**config.mk**
```make
export PLATFORM = sky130hd
export DESIGN_NAME = shift_sequencer_32
export DESIGN_NICKNAME = d
export VERILOG_FILES = /design/src/rtl/shift_sequencer_32.sv
export SDC_FILE = /design/constraint.sdc
export NUM_CORES = 1
export LEC_CHECK = 0
export CORE_AREA = 2 2 108 162
export DETAILED_ROUTE_END_ITERATION = 10
export DIE_AREA = 0 0 110 164
export GPL_ROUTABILITY_DRIVEN = 0
export GPL_TIMING_DRIVEN = 1
export PLACE_DENSITY = 0.59
export SYNTH_ARGS = -nofsm -noshare
export SYNTH_HDL_FRONTEND = slang
export SYNTH_SLANG_ARGS = --single-unit
```
**constraint.sdc**
```tcl
create_clock -name CLK -period 5.7 [get_ports CLK]
set_input_delay 1.14 -clock CLK [delete_from_list [all_inputs] [get_ports CLK]]
set_output_delay 1.14 -clock CLK [all_outputs]
set_load 0.02 [all_outputs]
```
**src/rtl/shift_sequencer_32.sv**
```systemverilog
// Iterative logical shifter: drives an external 2-bit shift stage once per cycle,
// finishing odd amounts with an internal 1-bit step, behind a START/BUSY/DONE handshake.
module shift_sequencer_32 #(
   parameter int WIDTH = 32,
   parameter int AMT_W = 5
) (
   input  logic             CLK,
   input  logic             RST_N,
   input  logic             START,
   input  logic             DIR_LEFT,
   input  logic [AMT_W-1:0] AMT,
   input  logic [WIDTH-1:0] DIN,
   output logic             BUSY,
   output logic             DONE,
   output logic [WIDTH-1:0] DOUT,
   output logic             L_SHIFT,
   output logic             NO_SHIFT,
   output logic             R_SHIFT,
   output logic [WIDTH-1:0] STAGE_IN,
   input  logic [WIDTH-1:0] STAGE_OUT
);

   typedef enum logic [1:0] {IDLE, SHIFT2, SHIFT1, FIN} state_t;

   localparam logic [AMT_W-2:0] C_ONE  = {{(AMT_W-2){1'b0}}, 1'b1};
   localparam logic [AMT_W-2:0] C_ZERO = '0;

   state_t           state, state_next;
   logic [WIDTH-1:0] w, w_next;
   logic [WIDTH-1:0] dout, dout_next;
   logic [AMT_W-2:0] c, c_next;
   logic             odd, odd_next;
   logic             dir, dir_next;

   always_ff @(posedge CLK or negedge RST_N) begin
      if (!RST_N) begin
         state <= IDLE;
         w     <= '0;
         dout  <= '0;
         c     <= '0;
         odd   <= 1'b0;
         dir   <= 1'b0;
      end else begin
         state <= state_next;
         w     <= w_next;
         dout  <= dout_next;
         c     <= c_next;
         odd   <= odd_next;
         dir   <= dir_next;
      end
   end

   // Stage controls and handshake decode from the registered state only.
   always_comb begin
      state_next = state;
      w_next     = w;
      c_next     = c;
      odd_next   = odd;
      dir_next   = dir;
      dout_next  = dout;
      BUSY       = 1'b0;
      DONE       = 1'b0;
      L_SHIFT    = 1'b0;
      R_SHIFT    = 1'b0;
      NO_SHIFT   = 1'b1;
      case (state)
         IDLE: begin
            if (START) begin
               w_next   = DIN;
               c_next   = AMT[AMT_W-1:1];
               odd_next = AMT[0];
               dir_next = DIR_LEFT;
               if (AMT[AMT_W-1:1] != C_ZERO) state_next = SHIFT2;
               else if (AMT[0])              state_next = SHIFT1;
               else                          state_next = FIN;
            end
         end
         SHIFT2: begin
            BUSY     = 1'b1;
            NO_SHIFT = 1'b0;
            L_SHIFT  = dir;
            R_SHIFT  = !dir;
            w_next   = STAGE_OUT;
            c_next   = c - C_ONE;
            if (c == C_ONE) state_next = odd ? SHIFT1 : FIN;
         end
         SHIFT1: begin
            BUSY       = 1'b1;
            w_next     = dir ? {w[WIDTH-2:0], 1'b0} : {1'b0, w[WIDTH-1:1]};
            state_next = FIN;
         end
         FIN: begin
            BUSY       = 1'b1;
            DONE       = 1'b1;
            state_next = IDLE;
         end
         default: state_next = IDLE;
      endcase
      // Capture the final value on the edge into FIN so DOUT is valid alongside DONE.
      if (state_next == FIN) dout_next = w_next;
   end

   assign STAGE_IN = w;
   assign DOUT     = dout;

endmodule
```
==> impl_results.md, run 1 <==
- H-tree Lvls: 3
- Cell Pwr Density: 575 mW/mm2
- CP max stage delay: slightly below 0.8 ns
- Largest net degree at the start of global routing: 73
- Synth area leaders: dfrtp_1 (44%), mux2_2 (12%), mux2_4 (11%)
- First-pass GRT wire length: 20400 um
- Post-Syn Area: 0.00410 mm2
- Count leader, synth: dfrtp_1
- CP Launch Point: state[1]
- Ys async rst share: 1.00
- Final Cell Area: 0.00595 mm2
- Clock latency on the worst-skew pair: 0.33 ns
- CP Data Arrival Time: 2.48 ns
- Reg2Reg Setup Slack: between 2 and 2.5 ns
- CORE AREA: ~0.017 mm2
- Dominant cell type by area after synthesis: dfrtp_1
- Critical Path RT: 4.56 ns
- Aggregate global routing overflow: 0
- Placed cells: 643
- Final hold viol count: 0
- Via Count: 3337
- Syn nets: 391
- Gr usage total: 0.152
- Synth cell types: 39
- CP max-delay cell: and2_1
- Initial core utilization: 0.246
- Vias in the first global route: 3496
- Die ar.: 0.0180 mm2
- Clk sink count: slightly above 70
- CTS buffer count: 9
- Crit path buffers/inverters: 1
- Reg-to-reg endpoint: DOUT[1]
- Min-Delay Path Class: flop to flop
- Post-synthesis sequential area ratio: 0.440
- Number of enable flip-flop cells after synthesis: 0
- Setup crit start kind: flop
- DR vias/cell: 5.06
- Yosys warnings: 0
- IO Count: 142
- Antenna violations before repair: 1
- Tcrit/Tclk final: 0.635
- Tmin final: 3.62 ns
- Max Transition Viols Final: 0
- Final setup violation count: 0
- Static Leakage: 2.35 nW
- Crit. End Element: output pin
- RSZ-0062 raised after global routing: false
- Post-placement cell area: 0.00566 mm2
- I/O Buffers: roughly 140
- Final core occ: 0.358
- Clock transition at the registers of the reported paths: 0.06 ns
- Total wire length: 13500 um
- Post-CTS setup buffer count: 0
- Die width: 110 um
- Fraction of layout cells with a size suffix above 1: 0.265
- CTS Hold Buffers Added: 0
- FF-to-FF path depth: 6
- Tot Pwr: 3.42 mW
- DR WL/cell: 20.5 um
- Area growth from synthesis to layout: 45.3%
- Critical Path End: DONE
- Yosys top cell area share: 0.440
- List of most frequent post-synthesis cells: dfrtp_1 (72), mux2_2 (44), a22oi_1 (36)
- Clock root buffer: clkbuf_16
- Synthesized instance count: 316
- Residual DRC count: 0
- Final non-filler cell total: 660
- Row count: 58
- Mean Syn Cell Area: about 13 um2
- TritonRoute pass-1 iters: 4
- CTS tree: done
- Top delay family on crit path: simple AND/OR/NAND/NOR gates
- Synth Flop Type: dfrtp_1
- Yosys reg bits: 72
- CP Depth: 2
- Worst R2R Start: state[1]
- Crit Path Class: flop to output pin
- Status: finished, final reports clean
- Final TNS setup: 0 ns
- Worst-Margin Slew: 1.04 ns
- Crit-path max FO: 19
- Antenna-violating nets left: 0
- Max-slew headroom: 0.304
- Detailed placement HPWL: around 9400 um
- CTS max path bufs: 2
- Maxcap violations: 0
- CP Cell Sequence: and2_1 > clkdlybuf4s50_1
- Nets: 519
- DIE HEIGHT: ~160 um
- Worst IR Drop VDD: 0.209 mV
- 1st-iter DRT viols: 172
- Setup Skew: 0.00737 ns
- Max Fclk: 276 MHz
- Post-cts resize count: 0
[final cells by class]
type,instances,area (um2)
Sequential cell,72,1810
Clock inverter,4,27.5
Multi-Input combinational cell,212,2130
Timing Repair Buffer,146,1450
Clock buffer,12,267
Fill cell,1648,10700
Antenna cell,1,2.50
Inverter,3,11.3
Tap cell,210,263
[state kept, by name, indices dropped and copies added, names as in the netlist]
register  cells
c             4
state         2
odd           1
dir           1
DOUT         32
STAGE_IN     32
[cells by family (layout without fill, tap and decap cells)]
group / count (synthesis) / count (layout) / share of synthesized area
flops: 72 / 72 / 0.440
other cells: 0 / 1 / 0
simple gates: 43 / 43 / 0.0513
compound gates: 76 / 76 / 0.148
fa+ha+maj: 2 / 2 / 0.00611
mux: 91 / 91 / 0.313
buf+inv: 32 / 165 / 0.0412
[through the flow]
stage / worst slack, ns / hold WS, ns
after floorplan: 3.08 / 0.488
after global placement: 1.75 / 0.500
after detailed placement: 1.72 / 0.495
after CTS: 2.02 / 0.516
after global routing: 1.92 / 0.532
final: 2.08 / 0.513
[worst min path at each step]
stage	to	slack, ns	from	cells after the start
final	DOUT[11]	0.51	DOUT[11]	1
after detailed placement	DOUT[5]	0.50	DOUT[5]	1
after global routing	DOUT[31]	0.53	DOUT[31]	1
after global placement	DOUT[3]	0.50	DOUT[3]	1
after floorplan	c[1]	0.49	c[1]	2
after CTS	DOUT[11]	0.52	DOUT[11]	1
[cell usage in the layout (no fill, tap or decap), types with 3 or more instances in the layout]
cell type	instances
mux4_2	13
a22oi_1	36
clkinvlp_4	3
nor2_1	4
dfrtp_1	69
nand2b_1	3
mux2_1	4
o221ai_1	18
o21ai_0	5
clkbuf_8	3
mux2_4	30
a21oi_1	4
dfrtp_2	3
clkdlybuf4s50_1	140
buf_4	6
mux2_2	44
clkbuf_16	9
nand2_1	21
[where the power goes]
part | total (mW) | internal [mW] | switching (mW)
Combinational | 1.77 | 0.984 | 0.788
Sequential | 1.10 | 0.760 | 0.344
Clock | 0.547 | 0.329 | 0.218
[routing by layer]
| metal | vias to the layer above | routed length, um | global-route usage |
|---|---|---|---|
| met2 | 130 | 6940 | 0.258 |
| met1 | 1706 | 5560 | 0.190 |
| met4 | 0 | 223 | 0.0518 |
| met3 | 14 | 819 | 0.0298 |
| li1 | 1487 | - | - |
| met5 | - | 0 | 0 |
Power figures use the tool's default switching activity.
==> run 2: changes to the inputs <==
PLACE_DENSITY = 0.61   (was 0.59)
clock period = 3.2 ns   (was 5.7 ns; I/O delays follow)
==> impl_results.md, run 2 (synthesis gave the netlist of run 1 again) <==
- Fraction of layout cells with a size suffix above 1: 0.274 (+0.00849)
- Residual DRC count: 0 (unchanged)
- Crit-path max FO: 12 (-7)
- Detailed placement HPWL: 9570 um (+1.9%)
- Die width: 110 um (unchanged)
- Tot Pwr: 6.21 mW (+82%)
- H-tree Lvls: 3 (unchanged)
- Worst IR Drop VDD: 0.466 mV (+120%)
- Final setup violation count: 0 (unchanged)
- Clock root buffer: clkbuf_16
- Fillers: 1593 (-3.3%)
- DR WL/cell: 19.6 um (-4.3%)
- Critical Path End: R_SHIFT
- Top delay family on crit path: buffers and inverters
- Cell Pwr Density: 1030 mW/mm2 (+79%)
- Via Count: 3296 (-1.2%)
- IO Count: 142 (unchanged)
- CTS buffer count: 9 (unchanged)
- DR vias/cell: 4.94 (-2.3%)
- Commonest cells after routing, fill and taps aside: clkdlybuf4s50_1 (140), dfrtp_1 (69), mux2_2 (44)
- Tcrit/Tclk final: 0.813
- CTS Hold Buffers Added: 0 (unchanged)
- Min-Delay Path Class: input pin to asynchronous set/reset pin
- Gr usage total: 0.148 (-0.00395)
- Antenna violations before repair: 0 (-1)
- Worst R2R Start: dir
- Critical Path RT: 2.56 ns (-2.00 ns)
- Worst-Margin Slew: 0.915 ns (-0.124 ns)
- Most common cell after layout, fill and taps aside: clkdlybuf4s50_1
- CP Cell Sequence: nand2b_1 > nor2_1 > clkdlybuf4s50_1
- Post-cts resize count: 0 (unchanged)
- Status: finished, final reports clean
- Row count: 58 (unchanged)
- 1st-iter DRT viols: 159 (-7.6%)
- DIE HEIGHT: 164 um (unchanged)
- Aggregate global routing overflow: 0 (unchanged)
- CTS tree: done
- # diodes: 0 (-1)
- CP max stage delay: 0.63 ns (-0.16 ns)
- I/O Buffers: 141 (unchanged)
- Clock transition at the registers of the reported paths: 0.06 ns (about the same)
- Antenna-violating nets left: 0 (unchanged)
- Nets: 527 (+1.5%)
- Crit. End Element: output pin
- Max Transition Viols Final: 0 (unchanged)
- Tmin final: approximately 2.6 ns
- Max-slew headroom: 0.390 (+0.0861)
- First-pass GRT wire length: 20000 um (-2.2%)
- CORE AREA: 0.0166 mm2 (unchanged)
- Initial core utilization: 0.246 (unchanged)
- Reg2Reg Setup Slack: 0.97 ns (-1.41 ns)
- Final hold viol count: 0 (unchanged)
- Setup crit start kind: flop
- Crit Path Class: flop to output pin
- Clock latency on the worst-skew pair: 0.33 ns (about the same)
- Reg-to-reg endpoint: DOUT[8]
- Max Fclk: 385 MHz
- Clk sink count: 72 (unchanged)
- TritonRoute pass-1 iters: 4 (unchanged)
- FF-to-FF path depth: 4 (-2)
- Largest net degree at the start of global routing: 73 (unchanged)
- CP max-delay cell: clkdlybuf4s50_1
- Maxcap violations: 0 (unchanged)
- CP Launch Point: state[1]
- Static Leakage: 2.41 nW (+2.5%)
- Final TNS setup: 0 ns (unchanged)
- Area growth from synthesis to layout: 47.5%
- Crit path buffers/inverters: 1 (unchanged)
- CTS max path bufs: 2 (unchanged)
- Vias in the first global route: 3462 (-0.97%)
- Die ar.: 0.0180 mm2 (unchanged)
- CP Depth: 3 (+1)
- Post-CTS setup buffer count: 0 (unchanged)
- CP Data Arrival Time: 1.96 ns (-0.52 ns)
- Setup Skew: 0.00622 ns (-0.00115 ns)
- RSZ-0062 raised after global routing: false
- Post-placement cell area: 0.00573 mm2 (+1.3%)
- Total wire length: 13100 um (-3.2%)
- Final Cell Area: 0.00604 mm2 (+1.5%)
[run 2: worst min-delay path by stage]
stage          startpoint           end  slack [ns]  cells after the start
4_1_cts             RST_N  STAGE_IN[10]        0.48                      1
3_3_place_gp     DOUT[24]      DOUT[24]        0.50                      1
5_1_grt             RST_N  STAGE_IN[10]        0.53                      1
2_1_floorplan       RST_N       DOUT[0]        0.34                      0
3_5_place_dp     DOUT[19]      DOUT[19]        0.50                      1
6_report            RST_N  STAGE_IN[10]        0.44                      1
[run 2: power by group]
part	switching, mW	leakage (nW)	internal, mW
clock	0.379	0.150	0.683
combinational	1.46	1.42	1.78
sequential	0.553	0.841	1.35
[run 2: cell type report]
cell class | instances | area [um2] | share of cell area
timing repair buffer | 154 | 1520 | 0.251
sequential | 72 | 1810 | 0.299
tap | 210 | 263 | 0.0435
clock inverter | 5 | 81.3 | 0.0135
clock buffer | 11 | 233 | 0.0385
inverter | 3 | 11.3 | 0.00186
multi-input combinational | 212 | 2130 | 0.353
[run 2: metrics by stage]
step,setup WS (ns),hold slack (ns),util,cells
floorplan,1.08,0.344,-,316
global placement,0.424,0.501,0.345,651
detailed placement,0.383,0.499,0.345,651
global route,0.464,0.526,0.364,667
CTS,0.549,0.484,0.364,667
finish,0.599,0.444,0.364,667
[run 2: metal layers]
layer / share of wire / vias to the layer above / GRT usage / wire length (um)
met2: 0.52 / 117 / 0.260 / 6770
li1: - / 1499 / - / -
met4: 0.015 / 0 / 0.0524 / 193
met5: 0 / - / 0 / 0
met3: 0.057 / 14 / 0.0282 / 751
met1: 0.41 / 1666 / 0.178 / 5390
[run 2: worst reg2reg max path, stage by stage, from the launching register on]
cell	delay (ns)
dfrtp_2	0.60
buf_4	0.38
mux2_2	0.39
mux4_2	0.47
mux2_4	0.28
